File: config.mk
export PLATFORM = sky130hd
export DESIGN_NAME = squarer
export DESIGN_NICKNAME = d
export VERILOG_FILES = /design/src/rtl/squarer.sv
export SDC_FILE = /design/constraint.sdc
export NUM_CORES = 1
export LEC_CHECK = 0
export ABC_AREA = 1
export CORE_AREA = 2 2 39 41
export CTS_CLUSTER_DIAMETER = 200
export DETAILED_ROUTE_END_ITERATION = 7
export DIE_AREA = 0 0 41 43
export PLACE_DENSITY_LB_ADDON = 0.08
export SLEW_MARGIN = 10
export SYNTH_ARGS = -nofsm -noshare
export SYNTH_HDL_FRONTEND = slang
export SYNTH_SLANG_ARGS = --single-unit
File: constraint.sdc
create_clock -name clk -period 0.8 [get_ports clk]
set_input_delay 0.12 -clock clk [delete_from_list [all_inputs] [get_ports clk]]
set_output_delay 0.12 -clock clk [all_outputs]
set_load 0.02 [all_outputs]
File: src/rtl/squarer.sv
// Registered 3-bit unsigned squarer: bit-sliced operand in, bit-sliced 6-bit square out,
// one clock of latency, one result per clock.
module squarer (
   input  logic clk,
   input  logic rst_n,
   input  logic in_valid,
   input  logic a2,
   input  logic a1,
   input  logic a0,
   output logic out_valid,
   output logic y5,
   output logic y4,
   output logic y3,
   output logic y2,
   output logic y1,
   output logic y0
);

   // Handshake: a2..a0 are taken on any rising edge with in_valid=1; out_valid
   // is high for exactly the following cycle. There is no ready, so the consumer
   // must take y5..y0 while out_valid=1 (the value is held afterwards but is stale).
   logic [5:0] sq;
   logic [5:0] y_q;
   logic       valid_q;

   always_comb begin
      sq    = 6'd0;
      sq[0] = a0;
      sq[1] = 1'b0;
      sq[2] = a1 & ~a0;
      sq[3] = a0 & (a1 ^ a2);
      sq[4] = a2 & (~a1 | a0);
      sq[5] = a2 & a1;
   end

   // The operand only reaches the result register through the enable, so
   // unknown operand bits while in_valid=0 cannot leak into the held value.
   always_ff @(posedge clk or negedge rst_n) begin
      if (!rst_n) begin
         y_q     <= 6'd0;
         valid_q <= 1'b0;
      end else begin
         valid_q <= in_valid;
         if (in_valid) begin
            y_q <= sq;
         end
      end
   end

   assign out_valid = valid_q;
   assign y5        = y_q[5];
   assign y4        = y_q[4];
   assign y3        = y_q[3];
   assign y2        = y_q[2];
   assign y1        = y_q[1];
   assign y0        = y_q[0];

endmodule

; ---- Word level (Yosys, flattened, before mapping)
; Cells that the tools add are included.
[totals]
romBits = 0
out_inout_bits = 7
mem_count = 0
word_cells = 10
register_bits = 6
latchBits = 0
in_bits = 6
mem_bits_rw = 0
[op_classes]
n_reduce_logical = 0
n_addsub = 0
muxes = 0
eq_ne = 0
bitwise_logic = 8
multipliers = 0
n_lt_le_gt_ge = 0
n_div = 0
shift = 0
[ops]
columns = cell, n
row1 = $and A1 B1 Y1, 4
row2 = $not A1 Y1, 2
row3 = $or A1 B1 Y1, 1
row4 = $xor A1 B1 Y1, 1

; ---- Depth between registers and ports, before layout
; Gate-level depths: netlist of run 1.
[depth]
ltp_word = 3
mapped_depth = 4
depth_no_buf = 4

; ---- Worst setup path before layout of run 1
; OpenSTA, ideal clock, no wires.
[synth_timing]
kind = reg2reg
start = reg y_q[0] (netlist name)
end = reg y_q[0]
setup_time_ns = 0.118
stages_incl_launch_ff = 3
n_path_buf = 0
slack_ns = 0.103
required_ns = 0.682
period_less_slack_ns = 0.697
arrival_time_ns = 0.579
cell_sequence = dfrtp_1 nand2_1 o21ai_2
[synth_rtl]
columns = element, line_no
row1 = to (signal assigned), 45  ; y_q <= sq;
row2 = to (decl), 23  ; logic [5:0] y_q;

; ---- Worst setup path in the final report of run 1
[layout_timing]
start = reg y_q[2]
end = out y2
[layout_rtl]
columns = element, line_no
row1 = to (decl), 14  ; output logic y2,
; No word-level cell between the ends.

==> reports/metrics.cfg, run 1 <==
[pwr]
pwr-share-seq_pct = 42.1
p_int_mw = 0.606
p_leak_nw = 0.247
pwr-share-clk_pct = 34.0
p_sw_share_pct = 26.2
combPwrFrac_pct = 23.9
p_per_area_nw_per_um2 = 1810
power.total_mw = 0.820
peakVddDrop_mv = 0.666
p_sw_mw = 0.215

[synthesis]
synth-seq-area-share_pct = 59.4
avgSynthCellArea_um2 = 9.03
synth_nets = 35
synth_adder_area_share_pct = 4.95
synth_seq_cells = 6
synth_cell_types = 10
synth_compound_area_share_pct = 3.47
synth_simple_gate_area_share_pct = 23.3
synth-xor-area-share_pct = 0
synthCells = 28
yosys-mux-area-fraction_pct = 0
synth_top_family_by_area = simple AND/OR/NAND/NOR gates
synth.yosys.warnings = 0
syn_area_um2 = 253

[finish]
diodes = 0
drive_gt1_share_pct = 38.3
fin_util_pct = 32.7
ff_latch_area_um2 = 150
multiInputGateArea_um2 = 86.3
fillers = 145
nNetsFinal = 56
area_growth_pct = 79.2

[clock_tree]
clk_pin_slew_ps = 50
cts_root_buf = clkbuf_4
cts_tree = yes
cts_made_buffers = 3
cts_buffer_depth = 2
htree_levels = 1
clock_sinks = 6
clock_latency_ps = 240

[setup_path]
crit_path_end_kind = output pin
startpoint_type = flop
crit_family = flip-flops
crit_required_ps = 680
crit_type = flop to output pin
path_cells = buf_6
cp.buffers_inverters = 1
slowest_delay_ps = 390
cp_max_fo = 2
cp_data_arrival_time_ps = 770
worst_path_max_delay_cell = dfrtp_1

[placed_design]
hpwlAfterDp_um = 421
gp_congestion = 0.731
io_buffers = 11

[sta]
setup_viol = 7
rsz0062_at_grt = yes
fmax_mhz = 1130
fin_crit_sh_pct = 111
fin_ws_ps = -87.1
hold_viol = 0
min_period_ps = 887
whs_ps = 128
finalMaxSlewViolations = 0
fin_skew_ps = 0

[route]
via_count = 231
remaining_drc_errors = 0
drt_iter0_markers = 3
first_pass_iters = 2
postRouteAntennaNets = 0
avgViaCountPerCell = 3.67
routed_wl_um = 549
routedWlPerCell_um = 8.71

[status]
outcome = finished, violations left
violations = negative setup slack

[flow_run]
cap_viol_max_count = 0

[die]
die_area_um2 = 1760
rows = 14
core_um2 = 1380
fp.dieH_um = 43
die_x_um = 41
io_pins = 13
start_util_pct = 18.3

[min_path]
hold_path.class = input port to asynchronous set/reset pin

[grt]
grt_pass1_wl_um = 910
grt_max_degree = 7
grt_pass1_vias = 225
overflow = 0
antenna_found_initial = 0
grt_usage_pct = 8.26

## final cells by class
type	count	area share [%]
Clock buffer	3	4.97
Inverter	3	2.49
Multi-Input combinational cell	18	19.1
Sequential cell	6	33.1
Tap cell	16	4.42
Timing Repair Buffer	17	35.9
## layer usage
layer	up-vias	track usage (%)	share of wire [%]
met5	-	0	0
met4	0	8.00	2.2
met3	2	3.14	7.5
met2	9	9.69	43
met1	99	10.7	47
li1	121	-	-
## power by group through the flow
stage	sequential, mW	clock [mW]	combinational, mW
2_1_floorplan	0.376	0	0.0401
3_3_place_gp	0.344	0	0.180
3_5_place_dp	0.345	0	0.181
4_1_cts	0.346	0.286	0.198
5_1_grt	0.348	0.308	0.215
6_report	0.346	0.279	0.196
## what timing repair did
item	in CTS	in global routing
gates cloned	0	0
pin swaps	2	0
setup buffers	2	0
hold buffers	0	0
resized for setup	41	0
setup endpoints to repair	8	7
## path summary, 6_finish.rpt
kind                                       endpoint                from  cells past startpoint  slack [ps]
worst max-delay path                             y2  y_q[2]$_DFFE_PN0P_                      1         -90
worst min-delay path             y_q[2]$_DFFE_PN0P_               rst_n                      1         130
worst max register to register   y_q[2]$_DFFE_PN0P_  y_q[2]$_DFFE_PN0P_                      4         -20
worst min register to register   y_q[4]$_DFFE_PN0P_  y_q[4]$_DFFE_PN0P_                      2         500
max in group asynchronous        y_q[3]$_DFFE_PN0P_               rst_n                      1         440
min in group clk                out_valid$_DFF_PN0_            in_valid                      1         250
## through the flow
step | instances | worst slack [ps] | setup TNS [ps] | instance area, um^2
3_3_place_gp | 58 | -271 | -2690 | 405
3_5_place_dp | 58 | -293 | -2710 | 405
5_1_grt | 63 | -112 | -673 | 453
6_report | 63 | -87.1 | -481 | 453
2_1_floorplan | 28 | 103 | 0 | 253
4_1_cts | 63 | -89.8 | -509 | 453
## synthesized netlist by cell type
master | instances | area share [%]
clkinv_1 | 1 | 1.5
inv_2 | 1 | 1.5
dfrtp_1 | 6 | 59
buf_4 | 1 | 3.0
o21ai_2 | 1 | 3.5
inv_1 | 1 | 1.5
ha_1 | 1 | 4.9
nand2_1 | 13 | 19
nand3_1 | 2 | 4.0
conb_1 | 1 | 1.5
## sequential cells by signal, indices dropped and copies added, names as in the netlist
register / count
out_valid: 1
y_q: 5
## layout by cell type, fill, tap and decap left out, types with 2 or more instances in the layout
master,n
buf_4,5
buf_6,7
clkbuf_4,3
clkdlybuf4s50_1,2
dfrtp_1,6
dlygate4sd2_1,3
nand2_1,12
nand3_1,2
## logic make-up after synthesis
family	count (synthesis)
AND/OR/NAND/NOR	15
flip-flops	6
buffers and inverters	4
AO/OA/AOI/OAI	1
adder cells (fa/ha/maj)	1
other	1
(Power assumes the default switching activity.)
==> run 2, diff against run 1 <==
--- a/config.mk
+++ b/config.mk
@@ -5,7 +5,6 @@
 export SDC_FILE = /design/constraint.sdc
 export NUM_CORES = 1
 export LEC_CHECK = 0
-export ABC_AREA = 1
 export CORE_AREA = 2 2 39 41
 export CTS_CLUSTER_DIAMETER = 200
 export DETAILED_ROUTE_END_ITERATION = 7
==> reports/metrics.cfg, run 2 <==
[setup_path]
startpoint_type = flop  ; unchanged
ff2ff_path_depth = 2  ; was 4
slowest_delay_ps = 410  ; was 390 ps
crit_path_end_kind = output pin  ; unchanged
startpoint = y_q[5]$_DFFE_PN0P_  ; was y_q[2]$_DFFE_PN0P_
path_cells = buf_6  ; unchanged
worst_path_max_delay_cell = dfrtp_2  ; was dfrtp_1
cp.buffers_inverters = 1  ; unchanged
cp_max_fo = 2  ; unchanged
crit_family = flip-flops  ; unchanged
r2r-end = y_q[0]$_DFFE_PN0P_  ; was y_q[2]$_DFFE_PN0P_
cp_data_arrival_time_ps = 780  ; was 770 ps
crit_required_ps = 680  ; about the same
r2r_setup_slack_ps = -100  ; was -20 ps
rr_startpoint = y_q[0]$_DFFE_PN0P_  ; was y_q[2]$_DFFE_PN0P_
crit_type = flop to output pin  ; unchanged

[die]
rows = 14  ; unchanged
start_util_pct = 18.4  ; was 18.3%
die_area_um2 = 1760  ; unchanged
die_x_um = 41  ; unchanged
fp.dieH_um = 43  ; unchanged
core_um2 = 1380  ; unchanged
io_pins = 13  ; unchanged

[route]
drt_iter0_markers = 1  ; was 3
routed_wl_um = 617  ; was 549 um
first_pass_iters = 2  ; unchanged
routedWlPerCell_um = 11.4  ; was 8.71 um
remaining_drc_errors = 0  ; unchanged
postRouteAntennaNets = 0  ; unchanged
avgViaCountPerCell = 3.65  ; was 3.67
via_count = 197  ; was 231

[placed_design]
gp_congestion = 0.659  ; was 0.731
hpwlAfterDp_um = 424  ; was 421 um
dpl.cell_count = 49  ; was 58
place_area_um2 = 413  ; was 405 um^2
io_buffers = 11  ; unchanged

[finish]
fillers = 143  ; was 145
nNetsFinal = 46  ; was 56
area_growth_pct = 79.3  ; was 79.2%
drive_gt1_share_pct = 60.5  ; was 38.3%
largest_reg_flops = 5  ; unchanged
top_register = y_q  ; unchanged
diodes = 0  ; unchanged
final_area_um2 = 455  ; was 453 um^2
multiInputGateArea_um2 = 97.6  ; was 86.3 um^2
layout_common_cells = buf_6 (6), buf_4 (5), dlygate4sd2_1 (4)  ; was nand2_1 (12), buf_6 (7), dfrtp_1 (6), buf_4 (5)
final_cells = 54  ; was 63
final_common_cell = buf_6  ; was nand2_1
ff_latch_area_um2 = 154  ; was 150 um^2

[synthesis]
avgSynthCellArea_um2 = 12.7  ; was 9.03 um^2
synth_nets = 27  ; was 35
synth_top_cell_area_share_pct = 59.1  ; was 59.4%
synth-edff-count = 0  ; unchanged
syn_area_um2 = 254  ; was 253 um^2
synth_largest_area_cell = dfrtp_1  ; unchanged
yosys_most_used_dff = dfrtp_1  ; unchanged
synth_seq_cells = 6  ; unchanged
synth_top_cells_by_area = dfrtp_1 (59%), mux2_1 (8.9%), mux2_4 (5.9%)  ; was dfrtp_1 (59%), nand2_1 (19%), ha_1 (5.0%)
yosysMostFrequentCell = dfrtp_1  ; was nand2_1
synth.yosys.warnings = 0  ; unchanged
synth_cell_types = 13  ; was 10
async_reset_ff_share_pct = 100  ; unchanged
synth_common_cells = dfrtp_1 (6), inv_1 (2), mux2_1 (2)  ; was nand2_1 (13), dfrtp_1 (6), nand3_1 (2)
synth-seq-area-share_pct = 59.1  ; was 59.4%
synthCells = 20  ; was 28

[grt]
grt_pass1_vias = 195  ; was 225
antenna_found_initial = 0  ; unchanged
grt_pass1_wl_um = 876  ; was 910 um
overflow = 0  ; unchanged
grt_max_degree = 7  ; unchanged
grt_usage_pct = 7.77  ; was 8.26%

[min_path]
hold_path.class = input port to asynchronous set/reset pin  ; unchanged

[sta]
fin_ws_ps = -103  ; was -87.1 ps
rsz0062_at_grt = yes  ; unchanged
fin_crit_sh_pct = 113  ; was 111%
fmax_mhz = 1110  ; was 1130 MHz
fin_skew_ps = 0  ; unchanged
finalMaxSlewViolations = 0  ; unchanged
setup_viol = 7  ; unchanged
min_period_ps = 903  ; was 887 ps
hold_viol = 0  ; unchanged
tns_ps = -603  ; was -481 ps

[pwr]
p_sw_mw = 0.229  ; was 0.215 mW
p_per_area_nw_per_um2 = 1910  ; was 1810 nW/um^2
peakVddDrop_mv = 0.569  ; was 0.666 mV
p_leak_nw = 0.226  ; was 0.247 nW
pwr-share-clk_pct = 36.1  ; was 34.0%
pwr-share-seq_pct = 40.2  ; was 42.1%
p_sw_share_pct = 26.3  ; was 26.2%
p_int_mw = 0.641  ; was 0.606 mW
combPwrFrac_pct = 23.7  ; was 23.9%
power.total_mw = 0.870  ; was 0.820 mW

[clock_tree]
clk_pin_slew_ps = 60  ; was 50 ps
clock_latency_ps = 250  ; was 240 ps
cts_buffer_depth = 2  ; unchanged
htree_levels = 1  ; unchanged
clock_sinks = 6  ; unchanged
cts_tree = yes  ; unchanged
cts_root_buf = clkbuf_4  ; unchanged
cts_made_buffers = 3  ; unchanged

[flow_run]
cap_viol_max_count = 0  ; unchanged

[status]
outcome = finished, violations left  ; unchanged
violations = negative setup slack  ; unchanged

-- run 2: cell count changes after synthesis, sizes merged --
cell / change
mux2: +3
nand3: -1
clkinv: -1
o22ai: +1
buf: +1
nand2: -12
and2b: +1
-- run 2: worst reg2reg max path, cell delays in order, from the launching register on --
cell and delay, ps:
dfrtp_2 410, buf_4 130, mux2_4 260
-- run 2: how the worst max path moves through the flow --
stage	cells past startpoint	to	slack, ps
2_1_floorplan	1	y_q[0]$_DFFE_PN0P_	-20
3_3_place_gp	2	y_q[2]$_DFFE_PN0P_	-420
3_5_place_dp	2	y_q[5]$_DFFE_PN0P_	-420
4_1_cts	1	y0	-110
5_1_grt	1	y0	-130
6_report	1	y5	-100
-- run 2: kinds of logic after synthesis --
kind of cell / count (synthesis) / share of synthesized area (%)
AND/OR/NAND/NOR: 3 / 7.39
multiplexers: 3 / 14.8
adder cells (fa/ha/maj): 1 / 4.93
other: 1 / 1.48
flip-flops: 6 / 59.1
AO/OA/AOI/OAI: 2 / 4.43
buffers and inverters: 4 / 7.88
-- run 2: area by class of cell --
type                    count  area share (%)
well taps                  16            4.40
repair buffers             16            33.0
inverters                   2            1.65
clock buffers               4            5.77
multi-input cells          10            21.4
flip-flops and latches      6            33.8
-- run 2: stage by stage --
step | setup slack, ps | hold slack (ps) | utilization [%]
6_report | -103 | 126 | 32.9
5_1_grt | -130 | 139 | 32.9
4_1_cts | -109 | 134 | 32.5
3_5_place_dp | -422 | 397 | 29.8
3_3_place_gp | -417 | 382 | 29.8
2_1_floorplan | -22.2 | -176 | -
-- run 2: repair_timing --
action	CTS	global route
pin swaps	0	0
endpoints found under the setup margin	11	10
resized for setup	40	2
buffers inserted	1	0
hold buffers	0	0
-- run 2: power by group through the flow --
| stage | logic (mW) | clock network, mW | registers [mW] |
|---|---|---|---|
| global route | 0.223 | 0.346 | 0.354 |
| CTS | 0.202 | 0.321 | 0.351 |
| detailed placement | 0.195 | 0 | 0.351 |
| finish | 0.206 | 0.314 | 0.350 |
| global placement | 0.197 | 0 | 0.350 |
| floorplan | 0.0554 | 0 | 0.384 |
-- run 2: per-layer routing --
layer / routed length, um / vias to the layer above / part of all wire [%] / global-route usage, %
li1: - / 97 / - / -
met1: 244 / 92 / 40 / 10.5
met2: 315 / 8 / 51 / 10.0
met3: 57 / 0 / 9.2 / 2.09
met4: 0 / 0 / 0 / 6.00
met5: 0 / - / 0 / 0
